==> src/rtl/adc_pkg.sv <==
// Shared definitions for the ADC capture path: FSM state encoding, trigger mode codes
// and default sample width.
package adc_pkg;

    localparam int SAMPLE_W_DEFAULT = 16;

    typedef enum logic [2:0] {
        ST_IDLE      = 3'd0,
        ST_WAIT_RDY  = 3'd1,
        ST_WAIT_TRIG = 3'd2,
        ST_CAPTURE   = 3'd3,
        ST_DONE      = 3'd4
    } adc_state_e;

    localparam logic [1:0] TRIG_IMMEDIATE = 2'd0;
    localparam logic [1:0] TRIG_RISING    = 2'd1;
    localparam logic [1:0] TRIG_FALLING   = 2'd2;

endpackage

==> src/rtl/adc_level_trigger.sv <==
// Signed level-crossing detector for one ADC channel: remembers the previous valid sample
// and flags a rising or falling crossing of the threshold on the current one.
module adc_level_trigger
    import adc_pkg::*;
#(
    parameter int SAMPLE_W = SAMPLE_W_DEFAULT
) (
    input  logic                adc_data_clk,
    input  logic                reset,
    input  logic                clear_i,
    input  logic                sample_en_i,
    input  logic [1:0]          mode_i,
    input  logic [SAMPLE_W-1:0] level_i,
    input  logic [SAMPLE_W-1:0] sample_i,
    output logic                trig_hit_o
);

    logic [SAMPLE_W-1:0] prev_q;
    logic                prev_valid_q;
    logic                rise_hit;
    logic                fall_hit;

    always_ff @(posedge adc_data_clk) begin
        if (reset) begin
            prev_q       <= '0;
            prev_valid_q <= 1'b0;
        end else if (clear_i) begin
            prev_valid_q <= 1'b0;
        end else if (sample_en_i) begin
            prev_q       <= sample_i;
            prev_valid_q <= 1'b1;
        end
    end

    // The first sample after clear only seeds prev_q and can never trigger.
    always_comb begin
        rise_hit   = ($signed(prev_q) < $signed(level_i)) && ($signed(sample_i) >= $signed(level_i));
        fall_hit   = ($signed(prev_q) > $signed(level_i)) && ($signed(sample_i) <= $signed(level_i));
        trig_hit_o = sample_en_i && prev_valid_q &&
                     (((mode_i == TRIG_RISING) && rise_hit) || ((mode_i == TRIG_FALLING) && fall_hit));
    end

endmodule

==> src/rtl/adc_capture_sequencer.sv <==
// Armed, optionally triggered and decimated capture of dual-channel ADC samples into the
// ADC-to-pipe FIFO, with busy/done/overflow status for the host side.
module adc_capture_sequencer
    import adc_pkg::*;
#(
    parameter int SAMPLE_W = SAMPLE_W_DEFAULT,
    parameter int COUNT_W  = 24,
    parameter int DECIM_W  = 8
) (
    input  logic                  adc_data_clk,
    input  logic                  reset,
    input  logic                  arm,
    input  logic                  abort,
    input  logic [COUNT_W-1:0]    cfg_count,
    input  logic [DECIM_W-1:0]    cfg_decim,
    input  logic [1:0]            cfg_trig_mode,
    input  logic [SAMPLE_W-1:0]   cfg_trig_level,
    input  logic                  adc_rdy,
    input  logic                  adc_data_valid,
    input  logic [SAMPLE_W-1:0]   adc_data_1,
    input  logic [SAMPLE_W-1:0]   adc_data_2,
    input  logic                  fifo_prog_full,
    input  logic                  fifo_busy,
    output logic                  fifo_wr_en,
    output logic [2*SAMPLE_W-1:0] fifo_din,
    output logic                  busy,
    output logic                  done,
    output logic                  overflow,
    output logic [2:0]            state_o
);

    // FIFO handshake: fifo_wr_en is a one-cycle push per accepted sample; fifo_prog_full or
    // fifo_busy high in the cycle a sample is due means "not ready" and the sample is dropped.

    adc_state_e            state_q, state_d;
    logic [COUNT_W-1:0]    remaining_q, remaining_d;
    logic [DECIM_W-1:0]    decim_cnt_q, decim_cnt_d;
    logic [DECIM_W-1:0]    decim_cfg_q;
    logic [1:0]            mode_q;
    logic [SAMPLE_W-1:0]   level_q;
    logic                  overflow_q, overflow_d;
    logic                  wr_en_q, wr_en_d;
    logic [2*SAMPLE_W-1:0] din_q, din_d;

    logic arm_accept;
    logic trig_hit;
    logic take_sample;

    assign arm_accept  = (state_q == ST_IDLE) && arm && !abort;
    assign take_sample = ((state_q == ST_CAPTURE) && adc_rdy && adc_data_valid) ||
                         ((state_q == ST_WAIT_TRIG) && trig_hit);

    adc_level_trigger #(.SAMPLE_W(SAMPLE_W)) u_ch1_trigger (
        .adc_data_clk (adc_data_clk),
        .reset        (reset),
        .clear_i      (arm_accept),
        .sample_en_i  ((state_q == ST_WAIT_TRIG) && adc_data_valid),
        .mode_i       (mode_q),
        .level_i      (level_q),
        .sample_i     (adc_data_1),
        .trig_hit_o   (trig_hit)
    );

    always_ff @(posedge adc_data_clk) begin
        if (reset) begin
            state_q     <= ST_IDLE;
            remaining_q <= '0;
            decim_cnt_q <= '0;
            decim_cfg_q <= '0;
            mode_q      <= TRIG_IMMEDIATE;
            level_q     <= '0;
            overflow_q  <= 1'b0;
            wr_en_q     <= 1'b0;
            din_q       <= '0;
        end else begin
            state_q     <= state_d;
            remaining_q <= remaining_d;
            decim_cnt_q <= decim_cnt_d;
            overflow_q  <= overflow_d;
            wr_en_q     <= wr_en_d;
            din_q       <= din_d;
            if (arm_accept) begin
                decim_cfg_q <= cfg_decim;
                mode_q      <= cfg_trig_mode;
                level_q     <= cfg_trig_level;
            end
        end
    end

    always_comb begin
        state_d     = state_q;
        remaining_d = remaining_q;
        decim_cnt_d = '0;
        overflow_d  = overflow_q;
        wr_en_d     = 1'b0;
        din_d       = din_q;

        case (state_q)
            ST_IDLE: begin
                if (arm) begin
                    state_d     = ST_WAIT_RDY;
                    remaining_d = cfg_count;
                    overflow_d  = 1'b0;
                end
            end
            ST_WAIT_RDY: begin
                if (adc_rdy && !fifo_busy) begin
                    state_d = (remaining_q == '0) ? ST_DONE : ST_WAIT_TRIG;
                end
            end
            ST_WAIT_TRIG: begin
                if ((mode_q != TRIG_RISING) && (mode_q != TRIG_FALLING)) begin
                    state_d = ST_CAPTURE;
                end
            end
            ST_CAPTURE: begin
                decim_cnt_d = decim_cnt_q;
                // Losing the ADC mid-capture drops samples; resume from WAIT_RDY with the count kept.
                if (!adc_rdy) begin
                    overflow_d = 1'b1;
                    state_d    = ST_WAIT_RDY;
                end
            end
            ST_DONE: state_d = ST_IDLE;
            default: state_d = ST_IDLE;
        endcase

        // The trigger sample enters here too, so it is always the first due sample.
        if (take_sample) begin
            decim_cnt_d = (decim_cnt_q == decim_cfg_q) ? '0 : decim_cnt_q + DECIM_W'(1);
            if (decim_cnt_q == '0) begin
                if (!fifo_prog_full && !fifo_busy) begin
                    wr_en_d     = 1'b1;
                    din_d       = {adc_data_1, adc_data_2};
                    remaining_d = remaining_q - COUNT_W'(1);
                    state_d     = (remaining_q == COUNT_W'(1)) ? ST_DONE : ST_CAPTURE;
                end else begin
                    overflow_d = 1'b1;
                    state_d    = ST_CAPTURE;
                end
            end
        end

        if (abort) begin
            state_d     = ST_IDLE;
            wr_en_d     = 1'b0;
            overflow_d  = overflow_q;
            remaining_d = remaining_q;
        end
    end

    assign fifo_wr_en = wr_en_q;
    assign fifo_din   = din_q;
    assign busy       = (state_q != ST_IDLE);
    assign done       = (state_q == ST_DONE);
    assign overflow   = overflow_q;
    assign state_o    = state_q;

endmodule
==> config.mk <==
export PLATFORM = sky130hd
export DESIGN_NAME = adc_capture_sequencer
export DESIGN_NICKNAME = d
export VERILOG_FILES = /design/src/rtl/adc_pkg.sv /design/src/rtl/adc_level_trigger.sv /design/src/rtl/adc_capture_sequencer.sv
export SDC_FILE = /design/constraint.sdc
export NUM_CORES = 1
export LEC_CHECK = 0
export CORE_AREA = 2 2 112 114
export DETAILED_ROUTE_END_ITERATION = 8
export DIE_AREA = 0 0 114 116
export GPL_TIMING_DRIVEN = 1
export PLACE_DENSITY = 0.78
export SYNTH_ARGS = -nofsm -noshare
export SYNTH_HDL_FRONTEND = slang
export SYNTH_SLANG_ARGS = --single-unit
==> constraint.sdc <==
create_clock -name adc_data_clk -period 3.89 [get_ports adc_data_clk]
set_clock_uncertainty 0.05 [all_clocks]
set_input_delay 0.389 -clock adc_data_clk [delete_from_list [all_inputs] [get_ports adc_data_clk]]
set_output_delay 0.389 -clock adc_data_clk [all_outputs]
set_load 0.02 [all_outputs]
# Word level (Yosys, flattened, before mapping)
# Cells that the tools add are included.
# classes
add_sub_neg	2
n_lt_le_gt_ge	4
eq_ne	11
mux	25
bitwise	3
n_reduce_logical	29
# ops
cell	count
$mux 24	5
$mux 3	9
$eq 24x1->1 const B	1
$logic_not 24->1	1
$mux 8	3
$sub 24x1->24 const B	1
$ge 16x16->1	1
$gt 16x16->1	1
$le 16x16->1	1
$lt 16x16->1	1
$logic_and 1x1->1	15
$pmux 3 s4	1
$add 8x1->8 const B	1
$eq 8x8->1	1
$logic_not 8->1	1
$eq 3x2->1 const B	2
$mux 1	6
$ne 2x2->1 const B	2
$reduce_or 2->1	2
$reduce_or 4->1	1
$eq 3x1->1 const B	1
$eq 3x3->1 const B	1
$logic_not 1->1	3
$logic_not 3->1	1
9 further kinds	12
# totals
ff_bits	112
inputBits	90
out_inout_bits	39
wordCells	85

# Depth between registers and ports, before layout
# logic_depth
depth_word	9
depth_mapped	13
mapped_depth_nobuf	11

# Cells and area by module
# A second synthesis with hierarchy kept.
# hier_totals
hier_cells	775
hier_area_um2	5970.7
# by_module_without_submodules
mod	instances	cells_per_inst	area_each_um2	seq_area_each_um2
adc_capture_sequencer	1	593	4564.4	1901.8
adc_level_trigger	1	182	1406.3	340.3

# Worst setup path after synthesis
# OpenSTA, ideal clock, no wires.
# synth_timing
path_kind	register to register
start	register level_q[1]
end	register remaining_q[6]
setup_ns	0.119
arrival_ns	2.677
t_required_ns	3.721
slack_ns	1.045
stages_incl_launch_ff	13
path_buffers	1
period_less_slack_ns	2.845
path_cell_list	dfxtp_1 inv_1 ha_1 nor2b_4 o211ai_2 a2111oi_2 or4_4 a211oi_2 o2111ai_1 and3_4 buf_6 o21a_1 o221a_1
# synth_between
elab_chain_cells	8
word_cells_on_any_way	13
classes_between	order compare (4); mux (1); reduce/logical (8)
# synth_rtl
item	line_no	text
start, declared	adc_capture_sequencer.sv:40	logic [SAMPLE_W-1:0] level_q;
start signal, assigned	adc_capture_sequencer.sv:85	level_q <= cfg_trig_level;
$lt 16x16->1, or another cell as far along	adc_level_trigger.sv:37	rise_hit = ($signed(prev_q) < $signed(level_i)) && ($signed(sample_i) >= $signed(level_i));
$logic_and 1x1->1, on equally long branches	adc_level_trigger.sv:37, adc_level_trigger.sv:38	
$logic_and 1x1->1	adc_level_trigger.sv:40	(((mode_i == TRIG_RISING) && rise_hit) || ((mode_i == TRIG_FALLING) && fall_hit));
$logic_or 1x1->1 (*)	adc_level_trigger.sv:40	
$logic_and 1x1->1 (*)	adc_level_trigger.sv:39	trig_hit_o = sample_en_i && prev_valid_q &&
$logic_and 1x1->1 (*)	adc_capture_sequencer.sv:51	((state_q == ST_WAIT_TRIG) && trig_hit);
$logic_or 1x1->1 (*)	adc_capture_sequencer.sv:50	assign take_sample = ((state_q == ST_CAPTURE) && adc_rdy && adc_data_valid) ||
$mux 24 (*)	adc_capture_sequencer.sv:129	if (take_sample) begin
end signal, assigned	adc_capture_sequencer.sv:77	remaining_q <= remaining_d;
end, declared	adc_capture_sequencer.sv:36	logic [COUNT_W-1:0] remaining_q, remaining_d;
# Every way passes the cells marked *; elsewhere a longest branch is shown, timed or not.
# A chain may end at the register's enable or synchronous reset.

# Final worst setup path
# layout_timing
start	input port adc_data_1[14]
end	register remaining_q[1]
# layout_between
elab_chain_cells	8
word_cells_on_any_way	11
classes_between	order compare (2); mux (1); reduce/logical (8)
# layout_rtl
item	line_no	text
start, declared	adc_capture_sequencer.sv:20	input logic [SAMPLE_W-1:0] adc_data_1,
$ge 16x16->1 / $le 16x16->1 (equally long branches)	adc_level_trigger.sv:37, adc_level_trigger.sv:38	
$logic_and 1x1->1, on equally long branches	adc_level_trigger.sv:37, adc_level_trigger.sv:38	
$logic_and 1x1->1	adc_level_trigger.sv:40	
$logic_or 1x1->1 (*)	adc_level_trigger.sv:40	
$logic_and 1x1->1 (*)	adc_level_trigger.sv:39	
$logic_and 1x1->1 (*)	adc_capture_sequencer.sv:51	
$logic_or 1x1->1 (*)	adc_capture_sequencer.sv:50	
$mux 24 (*)	adc_capture_sequencer.sv:129	
# Marked as above.

==> impl_metrics.csv <==
group,metric,value,unit
clock_network,postCtsHoldBufs,0,
drt,vias,5931,
final_layout,drive_gt1_frac,0.0477,
power_and_ir_drop,p_leak,2.79,nW
drt,drc,0,
sta,timing.fmax,293,MHz
synthesis,synth_edf_count,0,
final_layout,stdcell_count,1027,
clock_network,clock_latency,0.36,ns
critical_path,end_kind,"flip-flop",
placed_design,place_hpwl,12000,um
synthesis,synthFlopType,"dfxtp_1",
drt,wl,16300,um
synthesis,synth_top_area_share,0.377,
sta,slew_headroom,0.348,
clock_network,tritoncts,"yes",
drt,via_per_inst,5.78,
clock_network,cts_buffer_depth,2,
sta,setup-tns-final,0,ns
synthesis,synth_top_area_cell,"dfxtp_1",
drt,firstDrtPassIters,5,
floorplan,die_y,116,um
sta,slew_viol_final,0,
clock_network,cts_buffers,9,
sta,hold_viol,0,
power_and_ir_drop,swShare,0.269,
run_status,run_status,"completed",
sta,timing.final.ws_setup,0.475,ns
worst_hold_path,hold_class,"flip-flop to flip-flop",
sta,rsz0062_at_grt,"no",
clock_network,htree_levels,3,
critical_path,critical_path_peak_fanout,33,
power_and_ir_drop,seqPwrFrac,0.467,
final_layout,nNetsFinal,1003,
placed_design,dp.cells,1011,
floorplan,core_area,11900,um^2
floorplan,start_util,0.500,
synthesis,avgSynthCellArea,7.71,um^2
placed_design,place_ws,0.171,ns
critical_path,crit_arrival,3.62,ns
floorplan,chipWidth,114,um
clock_network,cts_root_buffer,"clkbuf_16",
final_layout,fillers,1050,
global_route,antenna_found_initial,0,
power_and_ir_drop,powerDensity,340,nW/um^2
synthesis,ys_top_cells_by_area,"dfxtp_1, nand2_1, a21oi_1",
power_and_ir_drop,ir_drop,190,uV
critical_path,cp.required,4.09,ns
clock_network,postCtsResizedCells,0,
drt,postRouteAntennaNets,0,
final_layout,n_antenna_cell,0,
synthesis,syn_inst,772,
power_and_ir_drop,p_switching,0.694,mW
synthesis,ys_seq_elements,112,
synthesis,synth_nets,900,
placed_design,routabilityCongestion,0.937,
critical_path,crit_type,"input port to flip-flop",
floorplan,io_pins,129,
critical_path,start_kind,"input port",
floorplan,dieArea,13200,um^2
clock_network,postCtsSetupBuffers,0,
synthesis,yosysUniqueCellTypes,65,
synthesis,ys_warn_count,0,
placed_design,io_buffers,128,
drt,wl_per_cell,15.9,um
floorplan,row_count,40,
power_and_ir_drop,comb_power_share,0.160,
drt,drt-initial-drc-count,459,
final_layout,area_growth,27.5,%
global_route,grt_usage,0.251,
global_route,grt_overflow,0,
power_and_ir_drop,intPower,1.89,mW
synthesis,synth_area,5950,um^2
global_route,grt_pass1_wl,26900,um
clock_network,clkTransAtPathRegs,0.07,ns
synthesis,async_flop_share,0,
run,maxCapViolations,0,
global_route,grt_max_degree,59,
sta,finalSetupViolCount,0,
final_layout,post-route-util,0.637,
power_and_ir_drop,pwr-share-clk,0.373,
sta,fin_crit_sh,0.878,
sta,min_period,3.41,ns
clock_network,clock-sinks,112,
sta,worstMarginPinSlew,0.976,ns
global_route,grt_pass1_vias,5652,
synthesis,synth-seq-area-share,0.377,
==> path summary, 6_finish.rpt <==
kind,startpoint,endpoint,slack [ns],cells past startpoint
setup / recovery,adc_data_1[14],remaining_q[1],0.48,11
hold / removal,fifo_din[13],fifo_din[13],0.40,2
setup reg to reg,level_q[15],remaining_q[1],0.52,10
hold reg to reg,fifo_din[13],fifo_din[13],0.40,2
==> cell usage in the layout (no fill, tap or decap), drive strengths merged, types with 9 or more instances in the layout <==
cell / n
o21ai: 28
nor4: 13
nand3: 25
clkbuf: 10
inv: 33
or3: 9
nand4: 14
nand2: 185
ha: 38
a21oi: 100
buf: 11
mux2i: 14
nor2: 39
xor2: 10
dfxtp: 112
nor3: 15
clkdlybuf4s50: 127
and3: 9
==> power groups by stage <==
stage	logic, mW	registers [mW]	clock network [mW]
2_1_floorplan	0.241	1.22	0
3_3_place_gp	0.397	1.23	0
3_5_place_dp	0.408	1.23	0
4_1_cts	0.410	1.20	0.963
5_1_grt	0.458	1.21	1.02
6_report	0.413	1.21	0.964
==> state kept, by name, summed over array words and instances (netlist names) <==
register and flops:
state_o 3, remaining_q 24, level_q 16, decim_cfg_q 8, u_ch1_trigger.prev_q 16, overflow 1, fifo_wr_en 1, fifo_din 32
decim_cnt_q 8, u_ch1_trigger.prev_valid_q 1, mode_q 2
==> logic make-up (layout without fill, tap and decap cells) <==
kind of cell,Yosys count,count (layout),synth area share
AOI/OAI and AO/OA,188,188,0.194
xor gates and xnor gates,11,11,0.0162
adders and majority gates,38,38,0.0799
buffers and inverters,79,187,0.0559
DFF,112,112,0.377
muxes,15,15,0.0254
and+or+nand+nor,329,329,0.252
==> cell usage after synthesis (9+ instances only) <==
cell type  number
nand2_1       185
dfxtp_1       112
a21oi_1       100
nor2_1         39
ha_1           38
inv_1          32
clkbuf_1       28
o21ai_0        27
nand3_1        24
nor3_1         15
mux2i_1        14
nand4_1        14
nor4_1         12
xor2_1         10
or3_1           9
==> layout make-up <==
type / count / area (um^2) / share of cell area
Multi-Input combinational cell: 581 / 3380 / 0.446
Clock inverter: 6 / 67.6 / 0.00890
Sequential cell: 112 / 2240 / 0.295
Timing Repair Buffer: 138 / 1350 / 0.178
Clock buffer: 10 / 239 / 0.0315
Tap cell: 147 / 184 / 0.0242
Inverter: 33 / 124 / 0.0163
==> worst max-delay path, cell delays in order <==
cell and delay (ns):
clkdlybuf4s50_1 0.48, ha_1 0.33, nand4_1 0.17, nor4_1 0.44, a211oi_1 0.16, and4_1 0.21
a211o_1 0.29, o2111ai_1 0.14, and3_4 0.50, a21oi_1 0.19, o221a_2 0.30
==> stage by stage <==
stage	area [um^2]	total power, mW	hold WS (ns)
finish	7590	2.58	0.403
global route	7590	2.69	0.421
CTS	7590	2.58	0.408
detailed placement	7280	1.64	0.398
global placement	7280	1.63	0.389
floorplan	5950	1.47	0.386
==> metal layers <==
metal / routed length [um] / GRT usage / vias to the layer above
met3: 895 / 0.0298 / 32
met1: 7250 / 0.320 / 2789
met5: 0 / 0 / -
met2: 7760 / 0.430 / 201
li1: - / - / 2909
met4: 429 / 0.110 / 0
No activity file was read; power rests on OpenSTA's default activity.
==> variant, RTL diff (same settings) <==
Put one more register stage on the output `overflow`, without a reset. The value now appears one clock later. The other outputs are not delayed to match.
--- a/src/rtl/adc_capture_sequencer.sv
+++ b/src/rtl/adc_capture_sequencer.sv
@@ -154,5 +154,7 @@
     assign busy       = (state_q != ST_IDLE);
     assign done       = (state_q == ST_DONE);
-    assign overflow   = overflow_q;
+    always_ff @(posedge adc_data_clk) begin
+        overflow <= overflow_q;
+    end
     assign state_o    = state_q;
 
Formal check against the unedited RTL: not equivalent (Yosys sat finds a counterexample within 10 cycles, from zero or initial values and one cycle with reset high).
==> variant against the unedited design <==
Power increased by 28%; core utilization is 2.9 points higher; via count up 2.0%; final area is 4.6% higher; maximum frequency grew 3.8%; wire length is 4.9% higher; worst setup slack better by 0.12 ns; critical path depth stayed put; synthesized area rose by 0.34%; sequential cell count is 1 higher; largest cell class unchanged.
==> variant: results (changes against the unedited design) <==
- Run status: completed
- Initial DRC Count: 478 (+4.1%)
- Slew margin rel.: 0.2875 (-0.06056)
- HP Class: flip-flop to flip-flop
- Vias in the first global route: 5951 (+5.3%)
- Syn_nets: 901 (+0.11%)
- Max reg flops: 32 (unchanged)
- Setup_tns: 0 ns (unchanged)
- DR WL/cell: 16.45 um (+3.4%)
- Register-to-register path setup slack: 0.60 ns (+0.08 ns)
- Part of the Yosys area used for sequential elements: 0.3787 (+0.002089)
- Setup Slack @ Placement: 0.2517 ns (+0.08055 ns)
- CTS clk-pin slew, worst paths: 0.05 ns (-0.02 ns)
- Dpl hpwl: 12.06 mm (+0.20%)
- CP Max Fanout: 34 (+3.0%)
- Router iterations before antenna repair: 5 (unchanged)
- DP Cell Count: 1011 (unchanged)
- Crit share post-route: 0.8461 (-0.03176)
- Static Leakage: 2.957 nW (+5.8%)
- H-tree depth: 4 (+1)
- Share of cells above drive strength 1: 0.06145 (+0.01373)
- Detailed Route WL: 17.14 mm (+4.9%)
- PortBufs: 128 (unchanged)
- WHS: 0.3356 ns (-0.06723 ns)
- TritonCTS Buffers: 17 (+8)
- WHS Path Cells: 0 (-2)
- Worst Reg-to-Reg Cells: 11 (+1)
- Hold Path Origin: overflow_q$_SDFFE_PP0N_
- Clock Latency Late Sink: 0.41 ns (+0.05 ns)
- Worst endpoint data arrival time: 3.58 ns (-0.04 ns)
- GRT Resource Usage Total: 0.2639 (+0.01298)
- Synth top area cells: dfxtp_1 (38%), nand2_1 (12%), a21oi_1 (8.4%)
- GPL Wtd Cong: 0.9398 (+0.34%)
- Mapped Cells: 773 (+0.13%)
- Peak VDD IR: 0.3250 mV (+71%)
- Post_cts resized: 0 (unchanged)
- Largest net degree at the start of global routing: 61 (+3.4%)
- Via count: 6047 (+2.0%)
- First-pass GRT wire length: 27.70 mm (+2.8%)
- Worst Setup Path Type: flip-flop to flip-flop
- Commonest cells post-synth: nand2_1 (185), dfxtp_1 (113), a21oi_1 (100), nor2_1 (39), ha_1 (38)
- Placed Area: 0.007307 mm^2 (+0.34%)
==> variant: cell count changes after synthesis <==
cell	before	now
dfxtp_1	112	113
==> variant: final cells by class <==
cell class                 instances  area, um^2
multi-input combinational        581        3381
timing repair buffer             137        1356
fill                            1002        3976
inverter                          33       123.9
clock buffer                      21       470.5
clock inverter                    10       157.7
sequential                       113        2262
tap                              147       183.9
==> variant: power by group <==
group          internal (W)  total (W)  switching, W  leakage (nW)
clock               0.00111    0.00166      0.000545         0.301
sequential          0.00119    0.00122     0.0000291         0.917
combinational      0.000191   0.000417      0.000225          1.74
==> variant: final timing paths <==
kind	to
setup / recovery	fifo_din[22]$_SDFFE_PP0P_
hold / removal	overflow$_DFF_P_
setup reg to reg	fifo_din[22]$_SDFFE_PP0P_
hold reg to reg	overflow$_DFF_P_
==> variant: cell families (layout without fill, tap and decap cells) <==
group | count (synthesis) | after routing | synth area share
xor+xnor | 11 | 11 | 0.01613
mux | 15 | 15 | 0.02534
fa+ha+maj | 38 | 38 | 0.07960
compound gates | 188 | 188 | 0.1938
simple gates | 329 | 329 | 0.2507
buf+inv | 79 | 201 | 0.05572
flops | 113 | 113 | 0.3787
==> variant: critical path: stages, from the launching register on <==
cell and delay, ns:
dfxtp_1 0.32, inv_1 0.07, ha_1 0.36, nand4_1 0.24, a2111oi_2 0.50, o31ai_1 0.21, and3_1 0.21, o2111ai_1 0.25
and3_4 0.37, buf_4 0.37, nand2_1 0.10, a21oi_1 0.14
==> variant: metal layers <==
metal	global-route usage	share of wire
met4	0.1171	0.028
met3	0.06224	0.070
met2	0.4595	0.49
met1	0.3107	0.42
met5	0	0
